<file path="src/rtl/vedic_mac_pkg.sv">
// vedic_mac_pkg: shared widths, defaults, FSM states and the 2x2 Vedic block
package vedic_mac_pkg;
    localparam int OPND_W    = 4;
    localparam int PROD_W    = 8;
    localparam int COUNT_DEF = 4;
    localparam int ACC_W_DEF = 10;

    typedef enum logic [1:0] {ACC, DRAIN, HOLD} state_t;

    // 2x2 Vedic block: vertical terms on bits 0 and 2, crosswise sum on bit 1
    function automatic logic [3:0] mul2x2(input logic [1:0] a, input logic [1:0] b);
        logic cross_c;
        cross_c = a[1] & b[0] & a[0] & b[1];
        return {a[1] & b[1] & cross_c, (a[1] & b[1]) ^ cross_c,
                (a[1] & b[0]) ^ (a[0] & b[1]), a[0] & b[0]};
    endfunction
endpackage

</file>
<file path="src/rtl/vedic_mac_acc_if.sv">
// vedic_mac_acc_if: operand pair stream in, burst-sum stream out
interface vedic_mac_acc_if import vedic_mac_pkg::*; #(
    parameter int ACC_W = ACC_W_DEF
);
    logic [OPND_W-1:0] in_a;
    logic [OPND_W-1:0] in_b;
    logic              in_valid;
    logic              in_ready;
    logic [ACC_W-1:0]  out_sum;
    logic              out_ovf;
    logic              out_valid;
    logic              out_ready;

    modport master (
        output in_a, in_b, in_valid, out_ready,
        input  in_ready, out_sum, out_ovf, out_valid
    );
    modport slave (
        input  in_a, in_b, in_valid, out_ready,
        output in_ready, out_sum, out_ovf, out_valid
    );
endinterface

</file>
<file path="src/rtl/vedic_mul4x4.sv">
// vedic_mul4x4: combinational 4x4 Vedic multiplier built from four 2x2 blocks
module vedic_mul4x4 import vedic_mac_pkg::*; (
    input  logic [OPND_W-1:0] i_a,
    input  logic [OPND_W-1:0] i_b,
    output logic [PROD_W-1:0] o_p
);
    logic [3:0] w_ll, w_hl, w_lh, w_hh;
    logic [4:0] w_mid;

    assign w_ll  = mul2x2(i_a[1:0], i_b[1:0]);
    assign w_hl  = mul2x2(i_a[3:2], i_b[1:0]);
    assign w_lh  = mul2x2(i_a[1:0], i_b[3:2]);
    assign w_hh  = mul2x2(i_a[3:2], i_b[3:2]);
    assign w_mid = {1'b0, w_hl} + {1'b0, w_lh};
    assign o_p   = {w_hh, w_ll} + {1'b0, w_mid, 2'b00};
endmodule

</file>
<file path="src/rtl/vedic_mac_acc.sv">
// vedic_mac_acc: burst multiply-accumulate; define VEDIC_MAC_SAT_EN to saturate instead of wrap
module vedic_mac_acc import vedic_mac_pkg::*; #(
    parameter int COUNT = COUNT_DEF,
    parameter int ACC_W = ACC_W_DEF
) (
    input  logic           clk,
    input  logic           rst,
    vedic_mac_acc_if.slave bus
);
    state_t            r_state, w_next;
    logic [7:0]        r_beat_cnt;
    logic [PROD_W-1:0] r_prod_q, w_prod;
    logic              r_prod_v;
    logic [ACC_W-1:0]  r_acc, w_acc_d;
    logic [ACC_W:0]    w_sum;
    logic              r_ovf, w_accept, w_last, w_clr;

    vedic_mul4x4 u_mul (.i_a(bus.in_a), .i_b(bus.in_b), .o_p(w_prod));

    assign w_accept = bus.in_valid && bus.in_ready;
    assign w_last   = r_beat_cnt == 8'(COUNT - 1);
    assign w_clr    = r_state == HOLD && bus.out_ready;
    assign w_sum    = {1'b0, r_acc} + (ACC_W + 1)'(r_prod_q);
`ifdef VEDIC_MAC_SAT_EN
    assign w_acc_d  = w_sum[ACC_W] ? '1 : w_sum[ACC_W-1:0];
`else
    assign w_acc_d  = w_sum[ACC_W-1:0];
`endif
    assign bus.out_sum = r_acc;
    assign bus.out_ovf = r_ovf;

    // state register
    always_ff @(posedge clk) begin
        if (rst) r_state <= ACC;
        else     r_state <= w_next;
    end

    // next state: final accept drains, drain lands in hold, consumer release returns to accumulate
    always_comb begin
        w_next = r_state == ACC   ? ((w_accept && w_last) ? DRAIN : ACC) :
                 r_state == DRAIN ? HOLD :
                 (bus.out_ready ? ACC : HOLD);
    end

    // handshake outputs decoded from registered state only
    always_comb begin
        bus.in_ready  = r_state == ACC;
        bus.out_valid = r_state == HOLD;
    end

    // product pipeline register and beat counter
    always_ff @(posedge clk) begin
        if (rst) begin
            r_prod_q   <= '0;
            r_prod_v   <= 1'b0;
            r_beat_cnt <= '0;
        end else begin
            r_prod_v <= w_accept;
            if (w_accept) r_prod_q <= w_prod;
            if (w_clr) r_beat_cnt <= '0;
            else if (w_accept) r_beat_cnt <= r_beat_cnt + 8'd1;
        end
    end

    // accumulator with sticky carry-out flag, cleared when the result is taken
    always_ff @(posedge clk) begin
        if (rst || w_clr) begin
            r_acc <= '0;
            r_ovf <= 1'b0;
        end else if (r_prod_v) begin
            r_acc <= w_acc_d;
            if (w_sum[ACC_W]) r_ovf <= 1'b1;
        end
    end
endmodule

</file>
<file path="src/flat_wrapper.sv">
// flat-port wrapper written by rule: the top's interface ports become plain ports
module vedic_mac_acc_flat import vedic_mac_pkg::*;
#(
    parameter int COUNT = COUNT_DEF,
    parameter int ACC_W = ACC_W_DEF
)
  (clk, rst, bus_in_a, bus_in_b, bus_in_valid, bus_out_ready, bus_in_ready, bus_out_sum, bus_out_ovf, bus_out_valid);
  vedic_mac_acc_if #(.ACC_W(ACC_W)) bus_i ();
  input  logic clk;
  input  logic rst;
  input wire logic [$bits(bus_i.in_a)-1:0] bus_in_a;
  input wire logic [$bits(bus_i.in_b)-1:0] bus_in_b;
  input wire logic [$bits(bus_i.in_valid)-1:0] bus_in_valid;
  input wire logic [$bits(bus_i.out_ready)-1:0] bus_out_ready;
  output wire logic [$bits(bus_i.in_ready)-1:0] bus_in_ready;
  output wire logic [$bits(bus_i.out_sum)-1:0] bus_out_sum;
  output wire logic [$bits(bus_i.out_ovf)-1:0] bus_out_ovf;
  output wire logic [$bits(bus_i.out_valid)-1:0] bus_out_valid;
  assign bus_i.in_a = bus_in_a;
  assign bus_i.in_b = bus_in_b;
  assign bus_i.in_valid = bus_in_valid;
  assign bus_i.out_ready = bus_out_ready;
  assign bus_in_ready = bus_i.in_ready;
  assign bus_out_sum = bus_i.out_sum;
  assign bus_out_ovf = bus_i.out_ovf;
  assign bus_out_valid = bus_i.out_valid;
  vedic_mac_acc #(.COUNT(COUNT), .ACC_W(ACC_W)) u_core (.clk(clk), .rst(rst), .bus(bus_i));
endmodule
</file>
<file path="config.mk">
export PLATFORM = sky130hd
export DESIGN_NAME = vedic_mac_acc_flat
export DESIGN_NICKNAME = d
export VERILOG_FILES = /design/src/rtl/vedic_mac_pkg.sv /design/src/rtl/vedic_mac_acc_if.sv /design/src/rtl/vedic_mul4x4.sv /design/src/rtl/vedic_mac_acc.sv /design/src/flat_wrapper.sv
export SDC_FILE = /design/constraint.sdc
export NUM_CORES = 1
export LEC_CHECK = 0
export CAP_MARGIN = 5
export CORE_MARGIN = 2
export CORE_UTILIZATION = 32
export DETAILED_ROUTE_END_ITERATION = 16
export HOLD_SLACK_MARGIN = 0.05
export PLACE_DENSITY = 0.6
export SYNTH_ARGS = -nofsm -noshare
export SYNTH_HDL_FRONTEND = slang
export SYNTH_SLANG_ARGS = --single-unit
</file>
<file path="constraint.sdc">
create_clock -name clk -period 3.7 [get_ports clk]
set_input_delay 1.11 -clock clk [delete_from_list [all_inputs] [get_ports clk]]
set_output_delay 1.11 -clock clk [all_outputs]
set_load 0.05 [all_outputs]
</file>
==> results of run 1 <==
[through the flow]
step	power [mW]	instances	instance area (um2)
2_1_floorplan	0.4930	250	2074
3_3_place_gp	0.5417	345	2392
3_5_place_dp	0.5439	345	2392
4_1_cts	0.8262	353	2487
5_1_grt	0.8638	353	2487
6_report	0.8128	353	2487
[cell usage after synthesis, drive strengths merged (2+ instances only)]
| cell | count |
|---|---|
| dfxtp | 30 |
| nor2 | 30 |
| nand2 | 29 |
| ha | 22 |
| a21oi | 15 |
| a21o | 12 |
| inv | 12 |
| nand3 | 12 |
| xor2 | 11 |
| xnor2 | 8 |
| a211oi | 7 |
| and2 | 7 |
| mux2i | 7 |
| o21ai | 5 |
| buf | 4 |
| clkbuf | 4 |
| and3 | 3 |
| fa | 3 |
| nand2b | 3 |
| nand4 | 3 |
| nor3b | 3 |
| nand3b | 2 |
| nor2b | 2 |
| nor3 | 2 |
| nor4b | 2 |
| o211ai | 2 |
[critical path, delay by kind of cell]
family                     cells  cell delay (ps)
buffers and inverters          1              540
adders and majority gates      3              880
AOI/OAI and AO/OA              3              460
muxes                          1              200
and+or+nand+nor                4              380
[state kept, by name, summed over array words and instances, names as in the netlist]
signal              count
u_core.bus.out_sum     10
u_core.r_beat_cnt       8
u_core.r_prod_q         8
u_core.r_state          2
u_core.bus.out_ovf      1
u_core.r_prod_v         1
[routing by layer]
metal	up-vias	GRT usage, %
met3	4	2.360
met2	26	19.83
li1	922	-
met5	-	0
met4	0	5.628
met1	771	16.52
[power breakdown]
part / switching [mW] / internal [mW] / total [mW]
registers: 0.0139 / 0.338 / 0.352
logic: 0.103 / 0.0812 / 0.184
clock network: 0.128 / 0.149 / 0.277
total: 0.244 / 0.569 / 0.813
[final timing paths]
| check | depth (start not counted) | endpoint | slack [ps] | from |
|---|---|---|---|---|
| worst max register to register | 8 | u_core.bus.out_sum[8] | 1700 | u_core.bus.out_sum[0] |
| worst min-delay path | 2 | u_core.r_prod_q[0] | 460 | u_core.r_prod_q[0] |
| worst max-delay path | 12 | u_core.r_prod_q[7] | 310 | bus_in_b[0] |
| worst min register to register | 2 | u_core.r_prod_q[0] | 460 | u_core.r_prod_q[0] |
[cells by family after synthesis]
family,count (synthesis)
buffers and inverters,20
adder cells (fa/ha/maj),25
XOR/XNOR,19
flip-flops,30
multiplexers,7
AND/OR/NAND/NOR,102
AO/OA/AOI/OAI,47
[layout make-up]
| type | count | area (um2) |
|---|---|---|
| tap | 77 | 96.34 |
| sequential | 30 | 600.6 |
| fill | 664 | 3826 |
| timing repair buffer | 26 | 255.2 |
| multi-input combinational | 200 | 1395 |
| clock inverter | 2 | 12.51 |
| clock buffer | 6 | 82.58 |
| inverter | 12 | 45.04 |
==> results.md, run 1 <==
- The flow ran to the end, and the final reports show no timing, DRC or antenna violations.
- The boundary pin count is 25.
- The worst path needs 3393 ps of the cycle, external delays included.
- Data arrives at the worst endpoint at 3570 ps.
- The first detailed-routing pass ran for 4 iterations.
- The worst hold slack after final layout is 462.8 ps.
- The aggregate global-route resource usage is 12.51%.
- The combinational family with the most area after synthesis is simple AND/OR/NAND/NOR gates.
- The final sum of negative setup slack is 0 ps.
- The total detailed-routing wirelength is 4.161 mm.
- The netlist area before placement is 0.002074 mm2.
- Once the floorplan was initialized, standard cells occupied 32.86% of the core.
- The fmax is 294.7 MHz.
- The relative slew slack is 56.50%.
- Dividing total power by cell area gives a power density of 326.8 mW/mm2.
- The via count of the routed design is 1,723.
- Counting every net in the synthesized netlist gives 287.
- The routed design uses 117 um of met3 wire.
- The die footprint is 0.007143 mm2.
- On the final layout, the worst clock skew is 8.548 ps.
- Sequential elements use 28.95% of the synthesized area.
- The congestion estimate from routability-driven global placement came to 0.8530.
- The cell with the most instances on the worst path is sky130_fd_sc_hd__ha_1.
- Summed over its instances, the top area cell type makes up 28.95% of the synthesized netlist area.
- Sorting the synthesized cells by area gives the leading types as sky130_fd_sc_hd__dfxtp_1 (29%), sky130_fd_sc_hd__ha_1 (13%), sky130_fd_sc_hd__nor2_1 (5.4%), sky130_fd_sc_hd__nand2_1 (5.2%), sky130_fd_sc_hd__xor2_1 (4.6%).
- Buffers placed on the I/O ports in this run total 24.
- The post-CTS setup repair buffer count is 0.
- The leakage power is 1.111 nW.
- In the finished design, the share of the clock period the worst path needs comes to 91.70%.
- The clock-pin slew on the worst setup and hold paths is 70 ps.
- 0 antenna diodes ended up in the layout.
- The detailed-placement wirelength estimate is 3.200 mm.
- The measured slew at the worst slew-check pin is 651.6 ps.
- In this run the core area contains 29 standard-cell rows.
- The synthesis warning total is 0.
- The routed length on met1 is 2.127 mm.
- Setup violations remaining at the end of the flow were counted as 0.
- The count of pins over their slew limit is 0.
- The first-pass GRT wire length is 7.272 mm.
- Cells fill 39.40% of the core in the end.
- The detail-routed via count per cell is 4.881.
- Walking the worst path, the cells encountered are clkdlybuf4s50_1 > nand2_1 > nor2_1 > ha_1 > ha_1 > a21o_1 > a21o_1 > ha_1 > o21ai_0 > nor2_1 > mux2i_1 > nand2_1.
- Counting every instance in the synthesized netlist gives 250.
- In the detailed route, the total length drawn on met2 is 1.871 mm.
- The core region is 0.006314 mm2.
- In this run, distinct cell masters in the synthesized netlist total 42.
- STA classifies the critical path startpoint as an input port.
- STA classifies the critical path endpoint as a flop.
- The delay of the slowest cell on the worst path is 540 ps.
- The most area-hungry cell type in the Yosys netlist is sky130_fd_sc_hd__dfxtp_1.
- A synthesized cell averages 8.298 um2.
- The final-report hold violation count came to 0.
- The number of synthesized flops with an enable pin is 0.
- In the routed design, unresolved DRC markers number 0.
- The floorplan step set the die width to 84.52 um.
- Setup slack closes at 307.1 ps.
- The compound-cell area share of the yosys netlist is 15.62%.
- The detailed router finished its first iteration with 48 violations.
- The simple-gate share of the synthesized area is 24.07%.
- The remaining global-route overflow is 0.
- The clock latency at the later pin of the worst-skew pair is 290 ps.
- The net count of the finished layout is 312.
- After Yosys synthesis, XOR and XNOR cells account for 8.022% of the synthesized area.
- The arithmetic-cell share of the synthesized area counting full adders, half adders and majority gates is 16.16%.
- The top routing layer in use is met4.
- The worst setup path is of the in -> reg kind.
- The layout cell share with drive strength beyond 1 is 5.797%.
- In this run the worst path has a maximum fanout of 5.
- In the synthesized netlist the dominant register cell turns out to be sky130_fd_sc_hd__dfxtp_1.
- After synthesis, the share of cell area in mux cells is 3.378%.
- On the critical path, the stage with the largest delay is an instance of sky130_fd_sc_hd__clkdlybuf4s50_1.
- After detailed routing, the average wire length per cell comes to 11.79 um.
- The via count of the first global-routing pass is 1,587.
- The CTS tree is yes.
- The post-cts repair resize count is 0.
- The master cell of the clock root buffer is sky130_fd_sc_hd__clkbuf_8.
- The worst hold path belongs to the class reg -> reg.
- Counting every sink on the clock net gives 30.
- The number of antenna violations at the first check in global routing is 0.
- Compared with the post-synthesis result, the final layout area differs by 19.90%.
- The number of violations of the max-capacitance limit is 0.
- The critical path required time is 3880 ps.
- The H-tree was split into 2 levels.
- Setup repair after global routing left no endpoint under its margin.
- The number of antenna-violating nets in the routed design is 0.
- OpenSTA, run right after detailed placement, puts the worst setup slack at 29.73 ps.
- Hold repair after CTS inserted 0 buffers.
- Measured along the y axis, the die boundary spans 84.52 um.
- Entering global routing, the biggest net connects 19 pins.
- The clock passes through at most 2 buffers.
- The async set or reset register ratio after synthesis is 0%.
- VDD sags by at most 125.8 uV.
- In the layout the commonest cells are sky130_fd_sc_hd__nor2_1 (30), sky130_fd_sc_hd__dfxtp_1 (30), sky130_fd_sc_hd__nand2_1 (29), sky130_fd_sc_hd__clkdlybuf4s50_1 (24), sky130_fd_sc_hd__ha_1 (22).
- The post-synthesis sequential element count is 30.
- The number of buffers created by CTS is 5.
(Power assumes the default switching activity.)
==> run 2, diff against run 1 <==
Settings changed: CELL_PAD_IN_SITES_DETAIL_PLACEMENT set to 1, CELL_PAD_IN_SITES_GLOBAL_PLACEMENT set to 1, PLACE_DENSITY 0.6 to 0.73, REMOVE_ABC_BUFFERS set to 1.
==> results.md, run 2 (synthesis results as in run 1) <==
- The total met2 wirelength after detailed routing was 2.218 mm (was 1.871 mm).
- The setup clock skew after layout was 8.397 ps (was 8.548 ps).
- The initial detailed-routing violation count is 37 (was 48).
- The number of placed instances with taps included is 347 (was 345).
- The layout cell share with drive strength beyond 1 is 6.475% (was 5.797%).
- The end point of the most critical hold path is u_core.r_prod_q[0] (unchanged).
- The starting density of the core is 32.86% (unchanged).
- The total detailed-routing wirelength was 4.660 mm (was 4.161 mm).
- The number of nets in the finished design came to 314 (was 312).
- The clock net sink count is 30 (unchanged).
- The share of the clock period used by the worst path is 93.22% (was 91.70%).
- The power per standard cell area is 328.5 mW/mm2 (was 326.8 mW/mm2).
- The clock-pin slew on the worst setup and hold paths came to 70 ps (about the same).
- The final-report hold violation count was 0 (unchanged).
- The CTS tree is yes (unchanged).
- The minimum clock period after layout is 3449 ps (was 3393 ps).
- The number of flip-flops under the largest register name was 10 (unchanged).
- The hold path depth is 2 (unchanged).
- The total core area came to 0.006314 mm2 (unchanged).
- The worst hold path class was reg -> reg (unchanged).
- The final sum of negative setup slack is 0 ps (unchanged).
- Status: completed (unchanged).
- The post-detailed-route wirelength per cell is 13.13 um (was 11.79 um).
- The vertical die dimension is 84.52 um (unchanged).
- The setup slack of the critical path after layout is 250.8 ps (was 307.1 ps).
- The number of antenna-violating nets in the routed design is 0 (unchanged).
- The die footprint is 0.007143 mm2 (unchanged).
- The startpoint kind of the worst setup timing path is an input port (unchanged).
- The number of buffers on the longest clock path is 2 (unchanged).
- The horizontal extent of the die came to 84.52 um (unchanged).
- The maximum number of pins on one net before global-route repair is 19 (unchanged).
- The total DRC errors in the routed layout is 0 (unchanged).
- The number of violations of the max-capacitance limit is 0 (unchanged).
- The critical hold path startpoint is u_core.r_prod_q[0] (unchanged).
- The measured slew at the worst slew-check pin is 634.6 ps (was 651.6 ps).
- The final antenna diode count is 0 (unchanged).
- The routed length on met1 came to 2.250 mm (was 2.127 mm).
- The filler cell count is 785 (was 664).
- The via count of the first global-routing pass is 1,796 (was 1,587).
- The via count of the routed design is 1,809 (was 1,723).
- The aggregate global-route resource usage is 13.92% (was 12.51%).
- The floorplan row count is 29 (unchanged).
- The post-layout total power was 0.8221 mW (was 0.8128 mW).
- The number of antenna violations at the first check in global routing came to 0 (unchanged).
- The final weighted congestion of routability-driven global placement is 0.8189 (was 0.8530).
- The detailed-placement wirelength estimate is 3.696 mm (was 3.200 mm).
- The detail-routed via count per cell is 5.096 (was 4.881).
- The remaining global-route overflow is 0 (unchanged).
- The leakage power is 1.121 nW (was 1.111 nW).
- The count of input and output buffers is 24 (unchanged).
- The flop-to-flop setup slack is 1700 ps (about the same).
- The relative slew slack is 57.64% (was 56.50%).
- The utilization after layout came to 39.64% (was 39.40%).
- The maximum level of the CTS H-tree is 2 (unchanged).
- The sum of met3 wire segment lengths after detailed routing came to 109 um (was 117 um).
- The pre-CTS worst setup slack is -68.64 ps (was 29.73 ps).
- The count of hold buffers inserted by post-cts repair is 0 (unchanged).
- The post-cts repair resize count is 0 (unchanged).
- The cell depth of the worst flop-to-flop path came to 8 (unchanged).
- The endpoint kind of the worst setup timing path is a flop (unchanged).
- The launching point of the worst reg2reg path is u_core.bus.out_sum[0] (unchanged).
- The final setup violation count is 0 (unchanged).
- The area growth from synthesis to layout is 20.63% (was 19.90%).
- The total iterations of the first detailed-routing run is 4 (unchanged).
- Commonest cells after routing, fill and taps aside: sky130_fd_sc_hd__nor2_1 (30), sky130_fd_sc_hd__dfxtp_1 (30), sky130_fd_sc_hd__nand2_1 (29), sky130_fd_sc_hd__clkdlybuf4s50_1 (24), sky130_fd_sc_hd__ha_1 (22) (unchanged).
- The endpoint of the worst register-to-register path is u_core.bus.out_sum[8] (unchanged).
- The master cell of the clock root buffer is sky130_fd_sc_hd__clkbuf_8 (unchanged).
- The worst IR drop on VDD is 140.1 uV (was 125.8 uV).
- Setup repair after global routing missed its margin: false (unchanged).
- The signal arrival time at the worst endpoint was 3630 ps (was 3570 ps).
- The fmax is 289.9 MHz (was 294.7 MHz).
- The top routing layer in use is met4 (unchanged).
- The type of the worst setup path is in -> reg (unchanged).
- The highest fanout seen on the critical path came to 5 (unchanged).
- The critical path required time is 3880 ps (about the same).
- The post-CTS setup repair buffer count is 0 (unchanged).
- The boundary pin count was 25 (unchanged).
- The number of buffers created by CTS is 5 (unchanged).
- The count of pins over their slew limit is 0 (unchanged).
- The clock latency at the later pin of the worst-skew pair is 280 ps (was 290 ps).
- The first-pass GRT wire length is 8.086 mm (was 7.272 mm).
- The count of non-filler cells in the finished layout was 355 (was 353).
-- run 2: cell types whose count changed in the layout (fill, tap and decap cells not counted), sizes merged --
cell	before	now
buf	2	4
-- run 2: metal layers --
metal,GRT usage (%),up-vias
li1,-,923
met1,17.31,857
met2,23.62,23
met3,2.655,6
met4,5.628,0
met5,0,-
-- run 2: cell type report --
| cell class | count | area, um2 | area share [%] |
|---|---|---|---|
| Tap cell | 77 | 96.34 | 3.850 |
| Timing Repair Buffer | 28 | 270.3 | 10.80 |
| Multi-Input combinational cell | 200 | 1395 | 55.75 |
| Clock buffer | 6 | 82.58 | 3.300 |
| Sequential cell | 30 | 600.6 | 24.00 |
| Inverter | 12 | 45.04 | 1.800 |
| Clock inverter | 2 | 12.51 | 0.5000 |
-- run 2: worst max-delay path, stage by stage --
cell	delay (ps)
sky130_fd_sc_hd__clkdlybuf4s50_1	550
sky130_fd_sc_hd__nand2_1	110
sky130_fd_sc_hd__nor2_1	110
sky130_fd_sc_hd__ha_1	240
sky130_fd_sc_hd__ha_1	330
sky130_fd_sc_hd__a21o_1	190
sky130_fd_sc_hd__a21o_1	190
sky130_fd_sc_hd__ha_1	320
sky130_fd_sc_hd__o21ai_0	90
sky130_fd_sc_hd__nor2_1	130
sky130_fd_sc_hd__mux2i_1	200
sky130_fd_sc_hd__nand2_1	60
-- run 2: worst max path at each step --
stage | from | to | slack, ps
6_report | bus_in_a[0] | u_core.r_prod_q[7] | 250
3_5_place_dp | bus_in_a[0] | u_core.r_prod_q[7] | -70
5_1_grt | bus_in_a[0] | u_core.r_prod_q[7] | 90
2_1_floorplan | bus_in_b[0] | u_core.r_prod_q[6] | 630
4_1_cts | bus_in_a[0] | u_core.r_prod_q[7] | 240
3_3_place_gp | bus_in_a[3] | u_core.r_prod_q[7] | -2
-- run 2: power breakdown --
group | leakage (nW) | internal [mW] | switching, mW
logic | 0.830 | 0.0824 | 0.105
registers | 0.244 | 0.338 | 0.0144
clock network | 0.0472 | 0.149 | 0.133
-- run 2: stage by stage --
step / hold WS [ps] / area (um2)
after detailed placement: 455.4 / 2407
after global placement: 446.9 / 2407
after global routing: 487.7 / 2502
final: 459.5 / 2502
after CTS: 463.8 / 2502
after floorplan: 429.5 / 2041
